===== config.mk =====
export PLATFORM = sky130hd
export DESIGN_NAME = sr_pulse_driver
export DESIGN_NICKNAME = d
export VERILOG_FILES = /design/src/rtl/sr_pkg.sv /design/src/rtl/sr_pulse_timer.sv /design/src/rtl/sr_pulse_driver.sv
export SDC_FILE = /design/constraint.sdc
export NUM_CORES = 1
export LEC_CHECK = 0
export CORE_MARGIN = 5
export CORE_UTILIZATION = 46
export DETAILED_ROUTE_END_ITERATION = 7
export GPL_ROUTABILITY_DRIVEN = 0
export GPL_TIMING_DRIVEN = 1
export HOLD_SLACK_MARGIN = 0.1
export PLACE_DENSITY = 0.72
export REMOVE_ABC_BUFFERS = 1
export SLEW_MARGIN = 0
export SYNTH_ARGS = -nofsm -noshare
export SYNTH_HDL_FRONTEND = slang
export SYNTH_SLANG_ARGS = --single-unit

===== constraint.sdc =====
create_clock -name clk -period 3.15 [get_ports clk]
set_input_delay 0.4725 -clock clk [delete_from_list [all_inputs] [get_ports clk]]
set_output_delay 0.4725 -clock clk [all_outputs]
set_load 0.01 [all_outputs]

===== src/rtl/sr_pkg.sv =====
// Shared types and constants for the SR latch pulse driver.
// Holds the FSM state enum, the counter width and the pulse-width clamp helper.
package sr_pkg;

    localparam int CNT_W = 4;

    typedef enum logic [1:0] {
        IDLE  = 2'd0,
        PULSE = 2'd1,
        GAP   = 2'd2,
        CHECK = 2'd3
    } state_t;

    // Out-of-range widths are forced into 1..15 so the loaded count can never wrap.
    function automatic logic [CNT_W-1:0] clamp_w(input int w);
        int c;
        c = w;
        if (c < 1) begin
            c = 1;
        end else if (c > 15) begin
            c = 15;
        end
        return c[CNT_W-1:0];
    endfunction

endpackage


===== src/rtl/sr_pulse_timer.sv =====
// Loadable down-counter that saturates at zero; done is high while the count is zero.
module sr_pulse_timer
    import sr_pkg::*;
(
    input  logic             clk,
    input  logic             rst_n,
    input  logic             load,
    input  logic [CNT_W-1:0] load_val,
    input  logic             dec,
    output logic             done
);

    logic [CNT_W-1:0] cnt;

    always_ff @(posedge clk) begin
        if (!rst_n) begin
            cnt <= '0;
        end else if (load) begin
            cnt <= load_val;
        end else if (dec && (cnt != '0)) begin
            cnt <= cnt - CNT_W'(1);
        end
    end

    assign done = (cnt == '0);

endmodule


===== src/rtl/sr_pulse_driver.sv =====
// Drives timed S/R pulses and the gate into a gated SR latch, with an idle gap after each pulse.
// Optional readback check of the latch Q is enabled by defining SR_READBACK_CHECK_EN.
module sr_pulse_driver
    import sr_pkg::*;
#(
    parameter int PULSE_W = 2,
    parameter int GAP_W   = 1
) (
    input  logic clk,
    input  logic rst_n,
    input  logic cmd_valid,
    input  logic cmd_set,
    output logic cmd_ready,
    output logic s_out,
    output logic r_out,
    output logic gate,
    input  logic q_in,
    output logic err
);

    localparam logic [CNT_W-1:0] PULSE_LD = clamp_w(PULSE_W) - CNT_W'(1);
    localparam logic [CNT_W-1:0] GAP_LD   = clamp_w(GAP_W) - CNT_W'(1);

    state_t           state;
    logic             t_load;
    logic [CNT_W-1:0] t_load_val;
    logic             t_dec;
    logic             t_done;

    // Handshake: a command transfers on a rising edge where cmd_valid and cmd_ready are
    // both high; cmd_ready is high only in IDLE, and inputs seen in any other state are dropped.
    always_comb begin
        t_load     = 1'b0;
        t_load_val = PULSE_LD;
        t_dec      = 1'b0;
        case (state)
            IDLE: begin
                t_load     = cmd_valid;
                t_load_val = PULSE_LD;
            end
            PULSE: begin
                t_load     = t_done;
                t_load_val = GAP_LD;
                t_dec      = 1'b1;
            end
            GAP: begin
                t_dec = 1'b1;
            end
            default: begin
                t_load = 1'b0;
            end
        endcase
    end

    sr_pulse_timer u_timer (
        .clk      (clk),
        .rst_n    (rst_n),
        .load     (t_load),
        .load_val (t_load_val),
        .dec      (t_dec),
        .done     (t_done)
    );

`ifdef SR_READBACK_CHECK_EN
    logic set_q;
    logic err_q;

    always_ff @(posedge clk) begin
        if (!rst_n) begin
            state     <= IDLE;
            set_q     <= 1'b0;
            err_q     <= 1'b0;
            s_out     <= 1'b0;
            r_out     <= 1'b0;
            gate      <= 1'b0;
            cmd_ready <= 1'b1;
        end else begin
            case (state)
                IDLE: begin
                    if (cmd_valid) begin
                        state     <= PULSE;
                        set_q     <= cmd_set;
                        s_out     <= cmd_set;
                        r_out     <= ~cmd_set;
                        gate      <= 1'b1;
                        cmd_ready <= 1'b0;
                    end
                end
                PULSE: begin
                    if (t_done) begin
                        state <= GAP;
                        s_out <= 1'b0;
                        r_out <= 1'b0;
                        gate  <= 1'b0;
                    end
                end
                GAP: begin
                    if (t_done) begin
                        state <= CHECK;
                    end
                end
                CHECK: begin
                    if (q_in != set_q) begin
                        err_q <= 1'b1;
                    end
                    state     <= IDLE;
                    cmd_ready <= 1'b1;
                end
                default: begin
                    state     <= IDLE;
                    s_out     <= 1'b0;
                    r_out     <= 1'b0;
                    gate      <= 1'b0;
                    cmd_ready <= 1'b1;
                end
            endcase
        end
    end

    assign err = err_q;
`else
    logic unused_q_in;
    assign unused_q_in = q_in;

    always_ff @(posedge clk) begin
        if (!rst_n) begin
            state     <= IDLE;
            s_out     <= 1'b0;
            r_out     <= 1'b0;
            gate      <= 1'b0;
            cmd_ready <= 1'b1;
        end else begin
            case (state)
                IDLE: begin
                    if (cmd_valid) begin
                        state     <= PULSE;
                        s_out     <= cmd_set;
                        r_out     <= ~cmd_set;
                        gate      <= 1'b1;
                        cmd_ready <= 1'b0;
                    end
                end
                PULSE: begin
                    if (t_done) begin
                        state <= GAP;
                        s_out <= 1'b0;
                        r_out <= 1'b0;
                        gate  <= 1'b0;
                    end
                end
                GAP: begin
                    if (t_done) begin
                        state     <= IDLE;
                        cmd_ready <= 1'b1;
                    end
                end
                default: begin
                    state     <= IDLE;
                    s_out     <= 1'b0;
                    r_out     <= 1'b0;
                    gate      <= 1'b0;
                    cmd_ready <= 1'b1;
                end
            endcase
        end
    end

    assign err = 1'b0;
`endif

endmodule

== Word level (Yosys, flattened, before mapping) ==
Index checks and enable logic that the tools add are counted.

* Flip-flop bits (word level): 10
* Output and inout port bits: 5
* Word-level logic and storage cells: 43

* Add/sub/neg operators: 1
* Equality and inequality tests: 5
* Muxes and demuxes: 19
* Bitwise gates (word level): 3
* Reduce and logical (&&, ||, !) cells: 9

{| class="wikitable"
|+ Operators with widths
! cell !! number
|-
| $pmux 1 s3 || 4
|-
| $reduce_and 3->1 || 3
|-
| $mux 1 || 8
|-
| $mux 4 || 2
|-
| $mux 2 || 3
|-
| $ne 2x2->1 const B || 3
|-
| $pmux 2 s3 || 1
|-
| $logic_not 4->1 || 1
|-
| $reduce_bool 4->1 || 1
|-
| $sub 4x1->4 const B || 1
|-
| $not 1->1 || 3
|-
| $eq 2x1->1 const B || 1
|-
| $eq 2x2->1 const B || 1
|-
| $logic_not 2->1 || 1
|-
| $pmux 1 s2 || 1
|-
| $reduce_bool 2->1 || 1
|-
| $reduce_or 2->1 || 1
|-
| $logic_and 1x1->1 || 1
|}

== Longest topological paths before layout ==
Gate-level depths: netlist of the first run.

* Depth in word-level cells: 6
* Mapped depth: 6
* Depth with buffers taken out: 5

== Hierarchy ==
Synthesis of the first run repeated with hierarchy kept, for this count alone.

* Cells, all modules: 74
* Area total of the unflattened synthesis: 663.1 sq um

{| class="wikitable"
|+ Modules (own cells, without submodules)
! module !! times used !! cells an instance !! area each (sq um) !! sequential area each (sq um)
|-
| sr_pulse_driver || 1 || 43 || 406.6 || 120.1
|-
| sr_pulse_timer || 1 || 31 || 256.5 || 80.1
|}

== Least setup slack after synthesis of the first run ==
No wires, ideal clock.

* Kind: register to register
* Start: register u_timer.cnt[0]
* End: register gate
* Arrival: 1.530 ns
* Data required time: 3.078 ns
* Path slack: 1.548 ns
* Cell stages (with the launch flop): 7
* Clock period less this slack: 1.602 ns
* Cell sequence: dfxtp_1 > inv_1 > ha_1 > or3b_1 > buf_6 > a211oi_4 > mux2i_1

* Word-level cells in the longest chain between the ends: 3

{| class="wikitable"
|+ Ends and longest elaborated chain
! item !! RTL line !! RTL
|-
| start: declaration || sr_pulse_timer.sv:13 || <nowiki>logic [CNT_W-1:0] cnt;</nowiki>
|-
| start signal: assignment || sr_pulse_timer.sv:19 || <nowiki>cnt <= load_val;</nowiki>
|-
| start signal: assignment || sr_pulse_timer.sv:21 || <nowiki>cnt <= cnt - CNT_W'(1);</nowiki>
|-
| $logic_not 4->1 || sr_pulse_timer.sv:25 || <nowiki>assign done = (cnt == '0);</nowiki>
|-
| $ne 2x2->1 (no source line) || -- ||
|-
| $reduce_and 3->1 (no source line) || -- ||
|-
| end signal: assignment || sr_pulse_driver.sv:130 || <nowiki>gate <= 1'b0;</nowiki>
|-
| end signal: assignment || sr_pulse_driver.sv:139 || <nowiki>gate <= 1'b1;</nowiki>
|-
| end signal: assignment || sr_pulse_driver.sv:148 || <nowiki>gate <= 1'b0;</nowiki>
|-
| end: declaration || sr_pulse_driver.sv:16 || <nowiki>output logic gate,</nowiki>
|}

Every way passes these cells.
A chain may end at the register's enable or synchronous reset.

== Worst setup path in the final report of the first run ==
Same ends and word-level chain as after synthesis.

==> results.toml, run 1 <==
[power]
clkPwrFrac = 0.161
swShare = 0.400
ir_drop_mv = 0.417
pwr-share-seq = 0.280
power_per_cell_area_mw_per_mm2 = 983
p_leak_uw = 0.000309
internal_power_uw = 429
p_sw_uw = 286
combPwrFrac = 0.559

[min_path]
whs_path_depth = 2
hold_end = "r_out"
hp-start = "r_out"
min_path_type = "flop to flop"

[clock_network]
postCtsHoldBufs = 0
clock_sinks = 10
root_buffer = "clkbuf_4"
cts_tree = "done"
cts_resized = 0
postCtsSetupBuffers = 0
cts_buffers = 3
cts_max_path_buffers = 2
clk_pin_slew_ns = 0.07
worstSkewPairLatency_ns = 0.27
htreeDepth = 1

[setup_path]
critical_path.max_stage_delay_ns = 0.50
critPathKind = "flop to flop"
cp-start-kind = "flop"
cpMaxStageDelayCell = "or3b_1"
ff2ff_setup_slack_ns = 1.32
worstPathArrival_ns = 2.02
r2r-end = "gate"
required_ns = 3.34
r2r-start = "u_timer.cnt[0]"
end_kind = "flop"
path_max_fanout = 7
worstRegToRegCells = 5
crit_chain = "inv_1 -> ha_1 -> or3b_1 -> a211oi_4 -> mux2i_1"

[final_layout]
final-instance-count-excl-fill = 94
fill_cells = 132
antenna_cells = 0
syn2layout_area_growth_pct = 16.4
nets = 92
mostFrequentLayoutCell = "nand2_1"
seq_area_um2 = 200
multiInputGateArea_um2 = 383
final_cell_area_um2 = 727
drive_gt1_frac = 0.0759
layout_common_cells = "nand2_1 (12), dfxtp_1 (10), ha_1 (7), clkdlybuf4s50_1 (7), mux2i_1 (6)"
finish.utilization = 0.566

[die]
rows = 13
die_x_um = 46.8
die_h_um = 46.8
core-area_mm2 = 0.00128
start_util = 0.486
io_pins = 10
die-area_mm2 = 0.00219

[synthesis]
syn_avg_cell_area_um2 = 8.79
synthCells = 71
synth-seq-cells = 10
netlist-cell-type-count = 27
synth_area_um2 = 624
yosysWarnings = 0
ys_seq_area_frac = 0.321

[outcome]
status = "completed"

[route]
drc = 0
dr.pass1.iters = 3
dr.first_iter.drc_count = 4
via_per_inst = 5.06
totalWireLength_mm = 1.15
wl_per_cell_um = 12.2
via_count = 476
ant_nets = 0

[sta]
rsz0062_at_grt = "false"
final_hold_viol_count = 0
final_max_slew_viol_count = 0
max_freq_mhz = 548
finalCriticalPeriod_ns = 1.83
fin_tns_setup_ns = 0
fin_crit_sh = 0.580
fin_skew_ns = 0.00388
setup_viol = 0
hold_ws_ns = 0.460

[grt]
antenna_found_initial = 0
grt_pass1_vias = 458
grtUsageMet1 = 0.126
top_usage_layer = "met2"
grt-ovfl-total = 0
grt_util_met2 = 0.217
use_met3 = 0.0575
grt_pass1_wl_mm = 1.86
grt_use_total = 0.124
grt_max_degree = 14

[placed_design]
dpl_cell_area_um2 = 691
dp.cells = 90
dp_hpwl_um = 866
portBuffers = 7

[job]
cap_violations = 0
==> cell usage after synthesis (all sizes together) <==
cell type  instances  area, um^2
a211o              1        8.76
a211oi             1        20.0
a21oi              3        15.0
a221oi             1        8.76
a31oi              1        6.26
buf                2        18.8
clkbuf             1        3.75
conb               1        3.75
dfxtp             10         200
ha                 7        87.6
inv                5        18.8
mux2i              6        60.1
nand2             12        45.0
nand2b             3        18.8
nand3              1        5.00
nand3b             2        15.0
nor2               3        11.3
nor2b              1        6.26
nor3               1        5.00
nor3b              1        7.51
nor4b              1        8.76
o211ai             1        7.51
o31a               1        8.76
or2                1        6.26
or3                3        18.8
or3b               1        8.76
==> metrics by stage <==
step                      worst slack (ns)  total power, uW
after floorplan                       1.54              497
after global placement                1.38              586
after detailed placement              1.35              598
after CTS                             1.33              720
after global routing                  1.25              776
final                                 1.32              715
==> state kept, by name, indices dropped and copies added, names as in the netlist <==
signal / flops
cmd_ready: 1
u_timer.cnt: 4
r_out: 1
gate: 1
s_out: 1
state: 2
==> routing by layer <==
metal	part of all wire	up-vias	wire length, um
li1	-	254	-
met1	0.45	214	521
met2	0.49	6	566
met3	0.042	2	48
met4	0.0087	0	10
met5	0	-	0
==> how the worst max path moves through the flow <==
stage	start	endpoint	slack, ns	cells past startpoint
final	u_timer.cnt[0]	gate	1.32	5
after CTS	u_timer.cnt[0]	gate	1.33	5
after floorplan	u_timer.cnt[0]	gate	1.54	5
after global routing	u_timer.cnt[0]	gate	1.25	5
after detailed placement	u_timer.cnt[0]	gate	1.35	5
after global placement	u_timer.cnt[0]	s_out	1.38	5
==> final cells by class <==
type | count | share of cell area
multi-input cells | 53 | 0.527
flip-flops and latches | 10 | 0.275
repair buffers | 7 | 0.0964
clock buffers | 4 | 0.0499
inverters | 5 | 0.0258
well taps | 15 | 0.0258
==> cells by family (layout without fill, tap and decap cells) <==
logic type,Yosys count,after routing,share of synthesized area
AO/OA/AOI/OAI,9,9,0.120
adder cells (fa/ha/maj),7,7,0.140
buffers and inverters,8,16,0.0661
flip-flops,10,10,0.321
multiplexers,6,6,0.0962
other,1,1,0.00601
AND/OR/NAND/NOR,30,30,0.251
==> power groups by stage <==
stage	Clock (uW)	Sequential (uW)	Combinational, uW
2_1_floorplan	0	205	292
3_3_place_gp	0	200	386
3_5_place_dp	0	203	395
4_1_cts	118	201	401
5_1_grt	126	205	444
6_report	115	200	399
==> critical path, delay by kind of cell, from the launching register on <==
| kind | cells | cell delay, ns |
|---|---|---|
| buffers and inverters | 1 | 0.11 |
| AOI/OAI and AO/OA | 1 | 0.38 |
| muxes | 1 | 0.23 |
| DFF | 1 | 0.34 |
| adders and majority gates | 1 | 0.19 |
| and+or+nand+nor | 1 | 0.50 |
Note: power is estimated with default switching activity, not from simulation.
==> run 2: changes to the inputs <==
- clock period: 3.15 -> 1.7 ns (I/O delays scaled with it)
==> run 2 against run 1 <==
Fmax up 15%; clock-buffer cell count is the same; non-clock buffer count increased by 8; clock power rose by 87%; via count rose by 5.9%; die area did not move; cell count grew 8.5%; sequential cell count unchanged; critical endpoint is now s_out.
==> results.toml, run 2 (synthesis gave the netlist of run 1 again) <==
[power]
pwr-share-seq = 0.248
p_leak_uw = 0.000347
power_per_cell_area_mw_per_mm2 = 1840
ir_drop_mv = 0.929
clkPwrFrac = 0.147
swShare = 0.375
internal_power_uw = 915
combPwrFrac = 0.606
p_sw_uw = 550

[sta]
fin_crit_sh = 0.932
max_freq_mhz = 631
final_hold_viol_count = 0
fin_tns_setup_ns = 0
fin_skew_ns = 0.00226
finalCriticalPeriod_ns = 1.58
final_max_slew_viol_count = 0
setup_viol = 0
rsz0062_at_grt = "false"

[final_layout]
antenna_cells = 0
nets = 100
syn2layout_area_growth_pct = 27.5
largest_reg_flops = 4
fill_cells = 121
mostFrequentLayoutCell = "nand2_1"
layout_common_cells = "nand2_1 (12), dfxtp_1 (10), buf_4 (8), ha_1 (7), clkdlybuf4s50_1 (7)"
top_regs = "u_timer.cnt: 4 flops, state: 2 flops"
drive_gt1_frac = 0.184
top_register = "u_timer.cnt"
final-instance-count-excl-fill = 102

[clock_network]
cts_max_path_buffers = 2
clock_sinks = 10
worstSkewPairLatency_ns = 0.26
root_buffer = "clkbuf_4"
cts_tree = "done"
clk_pin_slew_ns = 0.07
htreeDepth = 1
cts_buffers = 3
postCtsHoldBufs = 0

[outcome]
status = "completed"

[die]
core-area_mm2 = 0.00128
die_h_um = 46.8
die_x_um = 46.8
start_util = 0.486
die-area_mm2 = 0.00219
rows = 13
io_pins = 10

[route]
drc = 0
via_count = 504
dr.first_iter.drc_count = 11
wl_per_cell_um = 11.2
totalWireLength_mm = 1.15
via_per_inst = 4.94
dr.pass1.iters = 4
ant_nets = 0

[grt]
grt-ovfl-total = 0
grt_pass1_wl_mm = 2.00
grt_max_degree = 14
antenna_found_initial = 0
grt_pass1_vias = 485
grt_use_total = 0.134

[job]
cap_violations = 0

[setup_path]
path_max_fanout = 5
critPathKind = "flop to flop"
worstPathArrival_ns = 1.78
cp-start-kind = "flop"
worstRegToRegCells = 5
end_kind = "flop"
required_ns = 1.90

[min_path]
min_path_type = "flop to flop"
whs_path_depth = 2

[placed_design]
dp.cells = 98
portBuffers = 7
dp_hpwl_um = 832
-- run 2: changes by cell type in the layout (fill, tap and decap cells not counted), sizes merged --
cell / delta
buf: +8
-- run 2: worst paths after layout --
kind,from,end,slack [ns]
min reg2reg,s_out,s_out,0.46
max reg2reg,u_timer.cnt[1],s_out,0.12
min,s_out,s_out,0.46
max,u_timer.cnt[1],s_out,0.12
-- run 2: cell type report --
| type | instances | area, um^2 | share of cell area |
|---|---|---|---|
| timing repair buffer | 15 | 130 | 0.164 |
| inverter | 5 | 18.8 | 0.0236 |
| multi-input combinational | 53 | 392 | 0.492 |
| sequential | 10 | 200 | 0.252 |
| tap | 15 | 18.8 | 0.0236 |
| clock buffer | 4 | 36.3 | 0.0456 |
-- run 2: power groups by stage --
stage / logic, uW / clock network, uW / registers (uW)
6_report: 888 / 215 / 363
5_1_grt: 987 / 239 / 375
4_1_cts: 870 / 223 / 361
3_5_place_dp: 853 / 0 / 367
3_3_place_gp: 843 / 0 / 364
2_1_floorplan: 541 / 0 / 380
-- run 2: metrics by stage --
| step | area [um^2] | hold WS (ns) | utilization | setup slack [ns] | power (uW) |
|---|---|---|---|---|---|
| 2_1_floorplan | 602 | 0.344 | - | 0.0914 | 920 |
| 3_3_place_gp | 751 | 0.443 | 0.584 | 0.0460 | 1210 |
| 3_5_place_dp | 751 | 0.452 | 0.584 | 0.0481 | 1220 |
| 4_1_cts | 787 | 0.461 | 0.612 | 0.00623 | 1450 |
| 5_1_grt | 796 | 0.492 | 0.619 | 0.0329 | 1600 |
| 6_report | 796 | 0.458 | 0.619 | 0.115 | 1470 |
-- run 2: critical path: stages, from the launching register on --
cell and delay [ns]:
dfxtp_1 0.32, inv_1 0.08, ha_1 0.16, or3b_4 0.43
a211oi_4 0.32, mux2i_1 0.22
-- run 2: timing repair --
item,4_1_cts,5_1_grt
resized for setup,0,2
setup endpoints to repair,0,7
buffers inserted,0,0
hold endpoints to repair,0,0
-- run 2: routing by layer --
layer / share of wire / vias to the layer above / wire (um) / GRT usage
met5: 0 / - / 0 / 0
li1: - / 269 / - / -
met3: 0.036 / 2 / 41 / 0.0460
met1: 0.49 / 228 / 565 / 0.154
met4: 0.013 / 0 / 15 / 0.0994
met2: 0.46 / 5 / 523 / 0.203
